File: config.mk
export PLATFORM = sky130hd
export DESIGN_NAME = fetch_queue_stage_flat
export DESIGN_NICKNAME = d
export VERILOG_FILES = /design/src/rtl/proc_pkg.sv /design/src/rtl/fetch_queue_stage_if.sv /design/src/rtl/fetch_fifo.sv /design/src/rtl/fetch_queue_stage.sv /design/src/flat_wrapper.sv
export SDC_FILE = /design/constraint.sdc
export NUM_CORES = 1
export LEC_CHECK = 0
export BUFFER_PORTS_ARGS = -buffer_cell sky130_fd_sc_hd__buf_2
export CORE_MARGIN = 2
export CORE_UTILIZATION = 55
export DETAILED_ROUTE_END_ITERATION = 8
export PLACE_DENSITY = 0.76
export SLEW_MARGIN = 20
export SYNTH_ARGS = -nofsm -noshare
export SYNTH_HDL_FRONTEND = slang
export SYNTH_SLANG_ARGS = --single-unit
File: constraint.sdc
create_clock -name clk -period 3.9 [get_ports clk]
set_input_delay 0.195 -clock clk [delete_from_list [all_inputs] [get_ports clk]]
set_output_delay 0.195 -clock clk [all_outputs]
set_load 0.01 [all_outputs]
File: src/rtl/proc_pkg.sv
// Shared processor types and constants for the fetch front end.
package proc_pkg;

    localparam int XLEN           = 32;
    localparam int INSTR_W        = 32;
    localparam int PC_STEP        = 4;
    localparam int IMEM_IDX_SHIFT = 2;

    typedef struct packed {
        logic [XLEN-1:0]    pc;
        logic [INSTR_W-1:0] instr;
    } fetch_entry_t;

    // Instruction fetches are word-granular, so the low byte-offset bits are dropped.
    function automatic logic [XLEN-1:0] align_pc(input logic [XLEN-1:0] pc);
        return pc & ~((XLEN'(1) << IMEM_IDX_SHIFT) - XLEN'(1));
    endfunction

endpackage

File: src/rtl/fetch_queue_stage_if.sv
// Fetch-to-decode handshake bundle; the fetch side is the master.
interface fetch_queue_stage_if;
    import proc_pkg::*;

    logic               id_valid;
    logic               id_ready;
    logic [INSTR_W-1:0] id_instr;
    logic [XLEN-1:0]    id_pc;

    modport master (
        output id_valid,
        output id_instr,
        output id_pc,
        input  id_ready
    );

    modport slave (
        input  id_valid,
        input  id_instr,
        input  id_pc,
        output id_ready
    );

endinterface

File: src/rtl/fetch_fifo.sv
// Prefetch FIFO with synchronous push/pop/flush and a registered head slot.
module fetch_fifo
    import proc_pkg::*;
#(
    parameter  int DEPTH = 4,
    localparam int PTR_W = $clog2(DEPTH),
    localparam int CNT_W = $clog2(DEPTH + 1)
) (
    input  logic             clk,
    input  logic             reset,
    input  logic             push,
    input  logic             pop,
    input  logic             flush,
    input  fetch_entry_t     wdata,
    output fetch_entry_t     head,
    output logic [CNT_W-1:0] count,
    output logic             full
);

    fetch_entry_t     mem [DEPTH];
    logic [PTR_W-1:0] wr_ptr;
    logic [PTR_W-1:0] rd_ptr;
    logic [PTR_W-1:0] next_rd;
    logic [CNT_W-1:0] next_count;
    logic             empty;
    logic             pop_ok;
    logic             push_ok;

    assign empty   = (count == '0);
    assign full    = (count == CNT_W'(DEPTH));
    assign pop_ok  = pop & ~empty;
    assign push_ok = push & (~full | pop_ok);

    always_comb begin
        next_rd    = rd_ptr + PTR_W'(pop_ok);
        next_count = count;
        if (push_ok && !pop_ok) begin
            next_count = count + CNT_W'(1);
        end else if (pop_ok && !push_ok) begin
            next_count = count - CNT_W'(1);
        end
    end

    always_ff @(posedge clk) begin
        if (push_ok && !flush && !reset) begin
            mem[wr_ptr] <= wdata;
        end
    end

    // The head register is loaded with whatever will sit at the read pointer
    // next cycle, bypassing the array when that slot is being written now.
    always_ff @(posedge clk) begin
        if (reset || flush) begin
            wr_ptr <= '0;
            rd_ptr <= '0;
            count  <= '0;
            head   <= '0;
        end else begin
            if (push_ok) begin
                wr_ptr <= wr_ptr + PTR_W'(1);
            end
            rd_ptr <= next_rd;
            count  <= next_count;
            if (next_count == '0) begin
                head <= '0;
            end else if (push_ok && (wr_ptr == next_rd)) begin
                head <= wdata;
            end else begin
                head <= mem[next_rd];
            end
        end
    end

endmodule

File: src/rtl/fetch_queue_stage.sv
// Instruction fetch front end: PC, prefetch queue and decode handshake.
// Optional fetch/stall counters are enabled with the FETCH_STATS_EN macro.
module fetch_queue_stage
    import proc_pkg::*;
#(
    parameter  int              DEPTH    = 4,
    parameter  logic [XLEN-1:0] PC_RESET = 32'h0000_0000,
    localparam int              CNT_W    = $clog2(DEPTH + 1)
) (
    input  logic               clk,
    input  logic               reset,
    output logic [XLEN-1:0]    imem_pc,
    input  logic [INSTR_W-1:0] imem_instr,
    input  logic               redirect_valid,
    input  logic [XLEN-1:0]    redirect_pc,
    fetch_queue_stage_if.master id,
    output logic [CNT_W-1:0]   q_count
`ifdef FETCH_STATS_EN
    ,
    output logic [31:0]        stat_fetched,
    output logic [31:0]        stat_stall
`endif
);

    logic [XLEN-1:0] fetch_pc;
    logic            full;
    logic            pop;
    logic            push;
    fetch_entry_t    wdata;
    fetch_entry_t    head;

    assign imem_pc     = fetch_pc;
    assign id.id_valid = (q_count != '0);
    assign id.id_instr = head.instr;
    assign id.id_pc    = head.pc;
    assign pop         = id.id_valid & id.id_ready;
    // A redirect cycle never fetches: the old fetch_pc belongs to the dead path.
    assign push        = (~full | pop) & ~redirect_valid;
    assign wdata       = '{pc: fetch_pc, instr: imem_instr};

    always_ff @(posedge clk) begin
        if (reset) begin
            fetch_pc <= PC_RESET;
        end else if (redirect_valid) begin
            fetch_pc <= align_pc(redirect_pc);
        end else if (push) begin
            fetch_pc <= fetch_pc + XLEN'(PC_STEP);
        end
    end

    fetch_fifo #(
        .DEPTH (DEPTH)
    ) u_fifo (
        .clk   (clk),
        .reset (reset),
        .push  (push),
        .pop   (pop),
        .flush (redirect_valid),
        .wdata (wdata),
        .head  (head),
        .count (q_count),
        .full  (full)
    );

`ifdef FETCH_STATS_EN
    // Counters saturate rather than wrap and survive redirects.
    always_ff @(posedge clk) begin
        if (reset) begin
            stat_fetched <= '0;
            stat_stall   <= '0;
        end else begin
            if (push && (stat_fetched != 32'hFFFF_FFFF)) begin
                stat_fetched <= stat_fetched + 32'd1;
            end
            if (full && !pop && (stat_stall != 32'hFFFF_FFFF)) begin
                stat_stall <= stat_stall + 32'd1;
            end
        end
    end
`endif

endmodule

File: src/flat_wrapper.sv
// flat-port wrapper written by rule: the top's interface ports become plain ports
module fetch_queue_stage_flat import proc_pkg::*;
#(
    parameter  int              DEPTH    = 4,
    parameter  logic [XLEN-1:0] PC_RESET = 32'h0000_0000,
    localparam int              CNT_W    = $clog2(DEPTH + 1)
)
  (clk, reset, imem_pc, imem_instr, redirect_valid, redirect_pc, q_count, id_id_valid, id_id_instr, id_id_pc, id_id_ready);
  fetch_queue_stage_if id_i ();
  input  logic clk;
  input  logic reset;
  output logic [XLEN-1:0] imem_pc;
  input  logic [INSTR_W-1:0] imem_instr;
  input  logic redirect_valid;
  input  logic [XLEN-1:0] redirect_pc;
  output logic [CNT_W-1:0] q_count;
  output wire logic [$bits(id_i.id_valid)-1:0] id_id_valid;
  output wire logic [$bits(id_i.id_instr)-1:0] id_id_instr;
  output wire logic [$bits(id_i.id_pc)-1:0] id_id_pc;
  input wire logic [$bits(id_i.id_ready)-1:0] id_id_ready;
  assign id_id_valid = id_i.id_valid;
  assign id_id_instr = id_i.id_instr;
  assign id_id_pc = id_i.id_pc;
  assign id_i.id_ready = id_id_ready;
  fetch_queue_stage #(.DEPTH(DEPTH), .PC_RESET(PC_RESET)) u_core (.clk(clk), .reset(reset), .imem_pc(imem_pc), .imem_instr(imem_instr), .redirect_valid(redirect_valid), .redirect_pc(redirect_pc), .id(id_i), .q_count(q_count));
endmodule
==> qor.yml, run 1 <==
detail_route.wirelength_um: 29200
count_of_flip_flops_with_a_built_in_enable_after_synthesis: 248
cts.sink_count: 347
routed_wire_length_per_instance_um: 21.0
first_global_vias: 8206
die-width_um: 161
cts.reportedPaths.clkPinSlew_ns: 0.06
crit-reg2reg-launch: "u_core.u_fifo.count[0]"
initial_core_util_pct: 55.7
initial_antenna_violation_count: 0
clockBufferDepth: 3
async_reset_ff_share_pct: 0
top_library_cells_by_usage_in_the_layout_fill_and_taps_aside: "248 x sky130_fd_sc_hd__edfxtp_1, 161 x sky130_fd_sc_hd__buf_2, 99 x sky130_fd_sc_hd__dfxtp_1, 72 x sky130_fd_sc_hd__nor3_1, 63 x sky130_fd_sc_hd__mux2i_1"
yosysWarnings: 0
drt_iter0_markers: 747
drt_pre_antenna_iters: 5
synth.avg_cell_area_um2: 16.3
htree_levels: 2
ys.flop_type: "sky130_fd_sc_hd__edfxtp_1"
critical_path_required_ns: 4.25
report.final.slew_viol_count: 0
hold-path-endpoint: "u_core.imem_pc[29]"
vdd.ir_drop.worst_mv: 0.398
gpl.final_weighted_congestion: 0.840
grt_setup_unrepaired: "false"
hold_class: "input pin to register"
path_max_fanout: 18
placement.io_buffers: 161
slew_headroom_pct: 45.4
mapped_cell_area_um2: 13500
commonest_non_fill_non_tap_cell_in_the_layout: "sky130_fd_sc_hd__edfxtp_1"
nature_of_the_critical_path_endpoint: "register"
outcome: "completed"
antenna_violating_nets_post_route: 0
synth.lib_cells_used.distinct: 54
drc_errors: 0
worst-r2r-setup-slack_ns: 0.93
die_height_um: 161
ios: 168
power_density_nw_per_um2: 498
finClkSkew_ns: 0.0101
cts_repair_resize_count: 0
dp_hpwl_um: 16600
startpoint_type: "register"
r2r_cells: 10
synth_seq_area_share_pct: 69.8
clock_tree.root_cell: "sky130_fd_sc_hd__clkbuf_16"
cts_tree: "yes"
layout_setup_ws_ns: 0.931
min_path_cells: 3
synth_top_area_cell: "sky130_fd_sc_hd__edfxtp_1"
crit-reg2reg-capture: "u_core.u_fifo.head[16]"
post_synth_inst_count: 827
ff_latch_area_um2: 9430
hold_path_startpoint: "redirect_pc[29]"
post-cts-setup-buffer-count: 0
fin_nets: 1115
critical_path_arrival_ns: 3.32
max_cap_violations: 0
hold_viol: 0
multi_input_area_um2: 3870
layout.filler_cells: 1633
antenna-diode-count: 0
power.leakage_nw: 6.16
slew_at_the_pin_closest_to_its_max_slew_limit_ns: 0.818
start_to_end_type_of_the_worst_setup_path: "register to register"
first_pass_grt_wire_length_um: 46500
std_cell_rows: 57
fin_setup_tns_ns: 0
grt_overflow_total: 0
grt_start_max_net_pins: 50
layout-area-overhead-vs-synth_pct: 21.8
synth_register_bits: 347
synth_top_cells_by_area: "sky130_fd_sc_hd__edfxtp_1 55%, sky130_fd_sc_hd__dfxtp_1 15%, sky130_fd_sc_hd__mux4_2 10%"
synthDominantCellAreaShare_pct: 55.1
avgViaCountPerCell: 5.90
placeableCoreArea_um2: 24200
detailroute.via_count: 8206
pre_cts_worst_setup_slack_ns: 0.949
layout_min_cycle_time_ns: 2.97
maxClockFrequency_ghz: 0.337
number_of_setup_violations_in_the_final_report: 0
globalRouteTotalUtil_pct: 22.9
cts_buffers: 35
worst_skew_pair.late_latency_ns: 0.51
design.die.area_um2: 25800
final_layout_size_suffix_gt1_share_pct: 28.2
layout_worst_path_cycle_share_pct: 76.1
-- routing by layer --
metal / track usage, % / wire [um] / vias to the layer above
met2: 37.9 / 14400 / 335
met1: 33.4 / 12400 / 4122
met4: 4.18 / 311 / 0
li1: - / - / 3717
met3: 3.33 / 2050 / 32
met5: 0 / 0 / -
-- worst max-delay path by stage --
| stage | end | depth (start not counted) | startpoint |
|---|---|---|---|
| after floorplan | u_core.u_fifo.mem[0][0] | 5 | u_core.u_fifo.count[0] |
| after global placement | u_core.u_fifo.head[59] | 9 | u_core.u_fifo.count[0] |
| after detailed placement | u_core.u_fifo.head[59] | 9 | u_core.u_fifo.count[0] |
| after CTS | u_core.u_fifo.head[15] | 10 | u_core.u_fifo.count[0] |
| after global routing | u_core.u_fifo.head[16] | 9 | u_core.u_fifo.count[0] |
| final | u_core.u_fifo.head[16] | 10 | u_core.u_fifo.count[0] |
-- kinds of logic after synthesis --
kind of cell             count (synthesis)  synth area share (%)
buffers and inverters                   66                  2.02
XOR/XNOR                                15                  1.07
adder cells (fa/ha/maj)                  8                 0.741
flip-flops                             347                  69.8
AO/OA/AOI/OAI                           66                  3.54
other                                    1                0.0278
AND/OR/NAND/NOR                        199                  7.82
multiplexers                           125                  15.0
-- area by class of cell --
class / instances / area share (%)
Sequential cell: 347 / 57.3
Clock inverter: 18 / 1.34
Timing Repair Buffer: 229 / 9.42
Tap cell: 324 / 2.46
Inverter: 9 / 0.205
Multi-Input combinational cell: 417 / 23.5
Clock buffer: 46 / 5.75
-- timing repair --
item | in CTS | in global routing
hold buffers | 54 | 0
endpoints found under the hold margin | 150 | 0
setup endpoints to repair | 0 | 0
-- power by group --
| part | internal (W) | switching, W | total (W) |
|---|---|---|---|
| clock network | 0.00205 | 0.00134 | 0.00339 |
| logic | 0.000308 | 0.000340 | 0.000648 |
| registers | 0.00407 | 0.0000904 | 0.00416 |
| total | 0.00643 | 0.00177 | 0.00820 |
-- registers in the layout, summed over array words and instances, names as in the netlist --
name / count
u_core.imem_pc: 30
u_core.u_fifo.count: 3
u_core.u_fifo.head: 62
u_core.u_fifo.mem: 248
u_core.u_fifo.rd_ptr: 2
u_core.u_fifo.wr_ptr: 2
-- per-stage QoR --
step	std cells	cell area [um^2]	util, %	power, W	hold WS [ns]
final	1390	16500	67.9	0.00820	0.0239
after detailed placement	1272	14800	60.8	0.00485	0.431
after floorplan	830	13500	-	0.00460	0.294
after global routing	1390	16500	67.9	0.00849	0.0448
after CTS	1390	16500	67.9	0.00826	0.00209
after global placement	1272	14800	60.8	0.00483	0.427
-- critical path: stages, from the launching register on --
cell and delay, ns:
sky130_fd_sc_hd__dfxtp_1 0.41, sky130_fd_sc_hd__inv_1 0.09, sky130_fd_sc_hd__ha_1 0.28, sky130_fd_sc_hd__nand2b_1 0.12
sky130_fd_sc_hd__and2_1 0.17, sky130_fd_sc_hd__ha_4 0.18, sky130_fd_sc_hd__xor2_4 0.54, sky130_fd_sc_hd__buf_4 0.41
sky130_fd_sc_hd__mux4_2 0.37, sky130_fd_sc_hd__mux2i_1 0.18, sky130_fd_sc_hd__nor3_1 0.07
-- synthesized netlist by cell type, drive strengths merged (4+ instances only) --
| library cell | n |
|---|---|
| edfxtp | 248 |
| dfxtp | 99 |
| nor3 | 72 |
| mux2i | 63 |
| mux4 | 62 |
| clkbuf | 39 |
| nor2 | 26 |
| nand2 | 24 |
| buf | 18 |
| and3 | 16 |
| nand4 | 16 |
| a21oi | 11 |
| inv | 9 |
| nand3 | 9 |
| a211oi | 8 |
| a311oi | 8 |
| ha | 8 |
| o211ai | 8 |
| o21ai | 8 |
| or4 | 8 |
| xnor2 | 7 |
| xor2 | 7 |
| nor4 | 6 |
| o31ai | 5 |
| and2 | 4 |
| and4 | 4 |
Note: power is estimated with default switching activity, not from simulation.
==> run 2: changes to the inputs <==
Settings changed: CORE_UTILIZATION 55 to 52.
Clock period 3.9 ns to 2.67 ns, I/O delays scaled along.
==> run 2 against run 1 <==
- die area up 5.6%
- clock-buffer cell count grew 1
- utilization fell by 2.4 points
- maximum frequency grew 21%
- flip-flop and latch count stayed put
- global-route usage down 0.71 points
- combinational power increased by 60%
- critical path depth grew 1
- routed wire length rose by 1.9%
- clock power increased by 48%
- largest cell class unchanged
==> qor.yml, run 2 (same netlist as run 1, synthesis figures left out) <==
grt_start_max_net_pins: 45
power.leakage_nw: 6.37
hold_viol: 0
critical_path_required_ns: 3.04
outcome: "completed"
cts_tree: "yes"
worst_skew_pair.late_latency_ns: 0.51
gpl.final_weighted_congestion: 0.856
clock_tree.root_cell: "sky130_fd_sc_hd__clkbuf_16"
pre_cts_worst_setup_slack_ns: 0.225
hold_buffers: 62
post-cts-setup-buffer-count: 0
globalRouteTotalUtil_pct: 22.2
first_pass_grt_wire_length_um: 46300
drt_pre_antenna_iters: 5
htree_levels: 2
die_height_um: 165
grt_setup_unrepaired: "false"
layout-area-overhead-vs-synth_pct: 24.8
cts_buffers: 36
post-layout-total-power_w: 0.0121
critical_path.top_delay_family: "simple AND/OR/NAND/NOR gates"
layout_worst_path_cycle_share_pct: 91.9
placement.io_buffers: 161
hold_class: "input pin to register"
dp_hpwl_um: 17500
worst_path_largest_cell_delay_ns: 0.37
cp_num_buf_inv: 3
start_to_end_type_of_the_worst_setup_path: "register to register"
post_dp_cell_area_um2: 15100
numPlacedInstances: 1314
final_cell_area_um2: 16900
design.die.area_um2: 27300
fin_nets: 1155
antenna_violating_nets_post_route: 0
first_global_vias: 8586
largest_register: "u_core.u_fifo.mem"
cts.reportedPaths.clkPinSlew_ns: 0.06
layout_min_cycle_time_ns: 2.45
cts_repair_resize_count: 0
final_layout_size_suffix_gt1_share_pct: 30.0
detailroute.via_count: 8393
number_of_setup_violations_in_the_final_report: 0
grt_overflow_total: 0
initial_antenna_violation_count: 0
routed_wire_length_per_instance_um: 20.7
layout_setup_ws_ns: 0.217
nature_of_the_critical_path_endpoint: "register"
ios: 168
avgViaCountPerCell: 5.83
critical_path_arrival_ns: 2.82
cts.sink_count: 347
maxClockFrequency_ghz: 0.408
commonest_non_fill_non_tap_cell_in_the_layout: "sky130_fd_sc_hd__edfxtp_1"
top_library_cells_by_usage_in_the_layout_fill_and_taps_aside: "248 x sky130_fd_sc_hd__edfxtp_1, 161 x sky130_fd_sc_hd__buf_2, 99 x sky130_fd_sc_hd__dfxtp_1, 72 x sky130_fd_sc_hd__nor3_1, 63 x sky130_fd_sc_hd__mux2i_1"
cp_cell_sequence: "inv_1 > ha_1 > nand2b_1 > and2_1 > ha_4 > xnor3_1 > nand4_1 > buf_4 > buf_12 > mux2i_1 > nor3_1"
final_cell_count_no_fill: 1440
layout.filler_cells: 1747
detail_route.wirelength_um: 29800
startpoint_type: "register"
multi_input_area_um2: 3880
finClkSkew_ns: 0.0161
std_cell_rows: 59
clockBufferDepth: 3
largest_reg_flops: 248
power_density_nw_per_um2: 718
placeableCoreArea_um2: 25800
antenna-diode-count: 0
slowest_stage_cell_cp: "sky130_fd_sc_hd__dfxtp_1"
initial_core_util_pct: 52.5
path_max_fanout: 10
slew_headroom_pct: 43.1
drt_iter0_markers: 723
fin_setup_tns_ns: 0
die-width_um: 165
max_cap_violations: 0
vdd.ir_drop.worst_mv: 0.600
report.final.slew_viol_count: 0
slew_at_the_pin_closest_to_its_max_slew_limit_ns: 0.853
ff_latch_area_um2: 9430
drc_errors: 0
[run 2: cell types whose count changed in the layout (fill, tap and decap cells not counted), sizes merged]
cell | previous run | this run
bufinv | 5 | 4
clkbuf | 46 | 47
inv | 12 | 10
dlygate4sd3 | 54 | 62
clkinvlp | 0 | 2
buf | 175 | 206
[run 2: power by group]
group	leakage, nW	internal (W)	switching, W
clock	0.578	0.00303	0.00199
combinational	2.71	0.000501	0.000540
sequential	3.08	0.00594	0.0000983
[run 2: worst min-delay path, stage by stage]
cell and delay, ns:
sky130_fd_sc_hd__buf_2 0.09, sky130_fd_sc_hd__o21ai_0 0.14, sky130_fd_sc_hd__a21o_1 0.09, sky130_fd_sc_hd__nor3_1 0.04
[run 2: through the flow]
stage / util [%] / hold slack, ns
floorplan: - / 0.232
global placement: 58.4 / 0.367
detailed placement: 58.4 / 0.371
finish: 65.5 / 0.0195
CTS: 65.5 / 0.00366
global route: 65.5 / 0.0523
[run 2: cell type report]
| cell class | count | area share, % |
|---|---|---|
| clock buffer | 47 | 5.95 |
| clock inverter | 17 | 1.11 |
| inverter | 9 | 0.200 |
| multi-input combinational | 417 | 23.0 |
| sequential | 347 | 55.9 |
| tap | 335 | 2.49 |
| timing repair buffer | 268 | 11.4 |
[run 2: worst paths after layout]
path / endpoint / startpoint / cells past startpoint / slack (ns)
worst min register to register: u_core.u_fifo.wr_ptr[1] / u_core.u_fifo.wr_ptr[1] / 2 / 0.55
worst max-delay path: u_core.u_fifo.head[4] / u_core.u_fifo.count[1] / 11 / 0.22
worst max register to register: u_core.u_fifo.head[4] / u_core.u_fifo.count[1] / 11 / 0.22
worst min-delay path: u_core.imem_pc[25] / redirect_pc[25] / 4 / 0.02
[run 2: routing by layer]
layer	GRT usage [%]	vias up	wire length, um
li1	-	3793	-
met1	29.8	4208	12400
met2	38.0	339	14800
met3	3.75	53	1970
met4	5.89	0	623
met5	0	-	0
==> run 3: changes to the inputs <==
Settings changed: CORE_UTILIZATION 52 to 53, SYNTH_HIERARCHICAL set to 1.
==> run 3 against run 2 <==
- clock skew shrank 0.0041 ns
- largest power group unchanged
- maximum frequency fell by 3.5%
- worst setup slack worse by 0.090 ns
- clock power shrank 4.4%
- sequential share of layout area is 3.4 points lower
- via count rose by 5.1%
==> qor.yml, run 3 <==
maxClockFrequency_ghz: 0.393
synth_top_cells_by_area: "sky130_fd_sc_hd__edfxtp_1 52%, sky130_fd_sc_hd__dfxtp_1 14%, sky130_fd_sc_hd__mux4_2 9.7%"
antenna-diode-count: 0
vdd.ir_drop.worst_mv: 0.519
yosys.cell_count.top_type: "sky130_fd_sc_hd__edfxtp_1"
drt_iter0_markers: 764
clock_tree.root_cell: "sky130_fd_sc_hd__clkbuf_16"
largest_register: "u_core/u_fifo/mem"
gpl.final_weighted_congestion: 0.800
max_cap_violations: 0
post_synth_inst_count: 846
path_max_fanout: 17
drc_errors: 0
post_synth_most_frequent_cells: "256 x sky130_fd_sc_hd__edfxtp_1, 101 x sky130_fd_sc_hd__dfxtp_1, 67 x sky130_fd_sc_hd__mux2i_1"
ys.flop_type: "sky130_fd_sc_hd__edfxtp_1"
power_density_nw_per_um2: 642
drt_pre_antenna_iters: 5
final_core_util_pct: 66.8
synth_top_area_cell: "sky130_fd_sc_hd__edfxtp_1"
std_cell_rows: 61
die-width_um: 172
report.final.slew_viol_count: 0
antenna_violating_nets_post_route: 0
first_pass_grt_wire_length_um: 50300
synth.avg_cell_area_um2: 17.6
routed_wire_length_per_instance_um: 21.2
critical_path_required_ns: 3.04
yosysWarnings: 6
dp_hpwl_um: 19800
largest_reg_flops: 256
final_cell_count_no_fill: 1542
critical_path.top_delay_family: "buffers and inverters"
hold_viol: 0
mapped_cell_area_um2: 14900
slew_headroom_pct: 45.9
post-layout-total-power_w: 0.0119
die_height_um: 172
fin_nets: 1215
synth_seq_area_share_pct: 65.2
grt_overflow_total: 0
globalRouteTotalUtil_pct: 22.5
initial_core_util_pct: 53.7
grt_start_max_net_pins: 47
async_reset_ff_share_pct: 0
placement.io_buffers: 163
hold_class: "input pin to register"
cp_cell_sequence: "buf_4 > o31ai_4 > inv_2 > and2_4 > ha_4 > xnor3_1 > nand4_1 > buf_4 > buf_12 > buf_12 > mux2i_1 > a311oi_2"
cp_num_buf_inv: 5
design.die.area_um2: 29400
nature_of_the_critical_path_endpoint: "register"
placeableCoreArea_um2: 27700
cts.sink_count: 357
layout_setup_ws_ns: 0.127
pre_cts_worst_setup_slack_ns: -0.0273
worst_skew_pair.late_latency_ns: 0.51
detailroute.via_count: 8825
commonest_non_fill_non_tap_cell_in_the_layout: "sky130_fd_sc_hd__edfxtp_1"
power.leakage_nw: 6.97
startpoint_type: "register"
outcome: "completed"
count_of_flip_flops_with_a_built_in_enable_after_synthesis: 256
layout_min_cycle_time_ns: 2.54
worst_path_largest_cell_delay_ns: 0.32
final_cell_area_um2: 18500
slew_at_the_pin_closest_to_its_max_slew_limit_ns: 0.810
top_library_cells_by_usage_in_the_layout_fill_and_taps_aside: "256 x sky130_fd_sc_hd__edfxtp_1, 163 x sky130_fd_sc_hd__buf_2, 98 x sky130_fd_sc_hd__dfxtp_1, 66 x sky130_fd_sc_hd__mux2i_1"
first_global_vias: 9059
numPlacedInstances: 1408
synth_register_bits: 357
layout_worst_path_cycle_share_pct: 95.2
cts_buffers: 36
synth.lib_cells_used.distinct: 65
post_dp_cell_area_um2: 16600
grt_setup_unrepaired: "false"
synthDominantCellAreaShare_pct: 51.7
finClkSkew_ns: 0.0120
initial_antenna_violation_count: 0
final_layout_size_suffix_gt1_share_pct: 39.8
cts.reportedPaths.clkPinSlew_ns: 0.06
critical_path_arrival_ns: 2.91
slowest_stage_cell_cp: "sky130_fd_sc_hd__dfxtp_2"
clockBufferDepth: 3
avgViaCountPerCell: 5.72
layout-area-overhead-vs-synth_pct: 24.3
start_to_end_type_of_the_worst_setup_path: "register to register"
detail_route.wirelength_um: 32700
cts_tree: "yes"
number_of_setup_violations_in_the_final_report: 0
htree_levels: 2
ios: 168
[run 3: routing by layer]
layer | wire (um) | vias to the layer above | track usage, %
li1 | - | 3990 | -
met1 | 13600 | 4471 | 30.0
met2 | 16300 | 318 | 38.5
met3 | 2220 | 46 | 4.44
met4 | 548 | 0 | 5.31
met5 | 0 | - | 0
[run 3: cell families after synthesis]
logic type | Yosys count | share of synthesized area [%]
other | 1 | 0.0252
muxes | 133 | 14.4
buffers and inverters | 79 | 4.00
xor gates and xnor gates | 26 | 1.62
and+or+nand+nor | 119 | 4.55
DFF | 357 | 65.2
AOI/OAI and AO/OA | 122 | 9.43
adders and majority gates | 9 | 0.757
[run 3: area by class of cell]
cell class,count,area (um^2)
Sequential cell,357,9710
Fill cell,1829,9200
Multi-Input combinational cell,422,4730
Timing Repair Buffer,309,2410
Clock buffer,46,991
Tap cell,378,473
Clock inverter,18,141
Inverter,12,45.0
[run 3: per-stage QoR]
| step | TNS, ns | hold WS [ns] |
|---|---|---|
| 3_3_place_gp | 0 | 0.366 |
| 6_report | 0 | 0.0457 |
| 3_5_place_dp | -0.0305 | 0.375 |
| 2_1_floorplan | -1.35 | 0.232 |
| 4_1_cts | 0 | 0.0147 |
| 5_1_grt | 0 | 0.0396 |
[run 3: final timing paths]
check | startpoint | to | slack (ns) | cells past startpoint
worst max-delay path | u_core/u_fifo/count[0] | u_core/u_fifo/head[16] | 0.13 | 12
worst min register to register | u_core/u_fifo/wr_ptr[1] | u_core/u_fifo/wr_ptr[1] | 0.53 | 2
worst max register to register | u_core/u_fifo/count[0] | u_core/u_fifo/head[16] | 0.13 | 12
worst min-delay path | reset | u_core/imem_pc[7] | 0.05 | 2
[run 3: power breakdown]
group | internal (W) | switching, W | total [W] | leakage (nW)
Clock | 0.00282 | 0.00199 | 0.00481 | 0.568
Combinational | 0.000424 | 0.000488 | 0.000911 | 3.24
Sequential | 0.00605 | 0.000103 | 0.00616 | 3.17
Total | 0.00930 | 0.00258 | 0.0119 | 6.97
[run 3: worst reg2reg max path, delay by kind of cell (launching register included)]
| kind | cells | cell delay [ns] |
|---|---|---|
| buffers and inverters | 5 | 0.72 |
| flip-flops | 1 | 0.32 |
| AO/OA/AOI/OAI | 2 | 0.32 |
| XOR/XNOR | 1 | 0.32 |
| AND/OR/NAND/NOR | 2 | 0.28 |
| multiplexers | 1 | 0.27 |
| adder cells (fa/ha/maj) | 1 | 0.18 |
[run 3: repair_timing]
item | CTS | global route
hold endpoints to repair | 156 | 0
pin swaps | 1 | 6
buffers inserted | 2 | 2
cloned | 1 | 1
resized for setup | 1 | 4
endpoints found under the setup margin | 20 | 44
hold buffers | 64 | 0
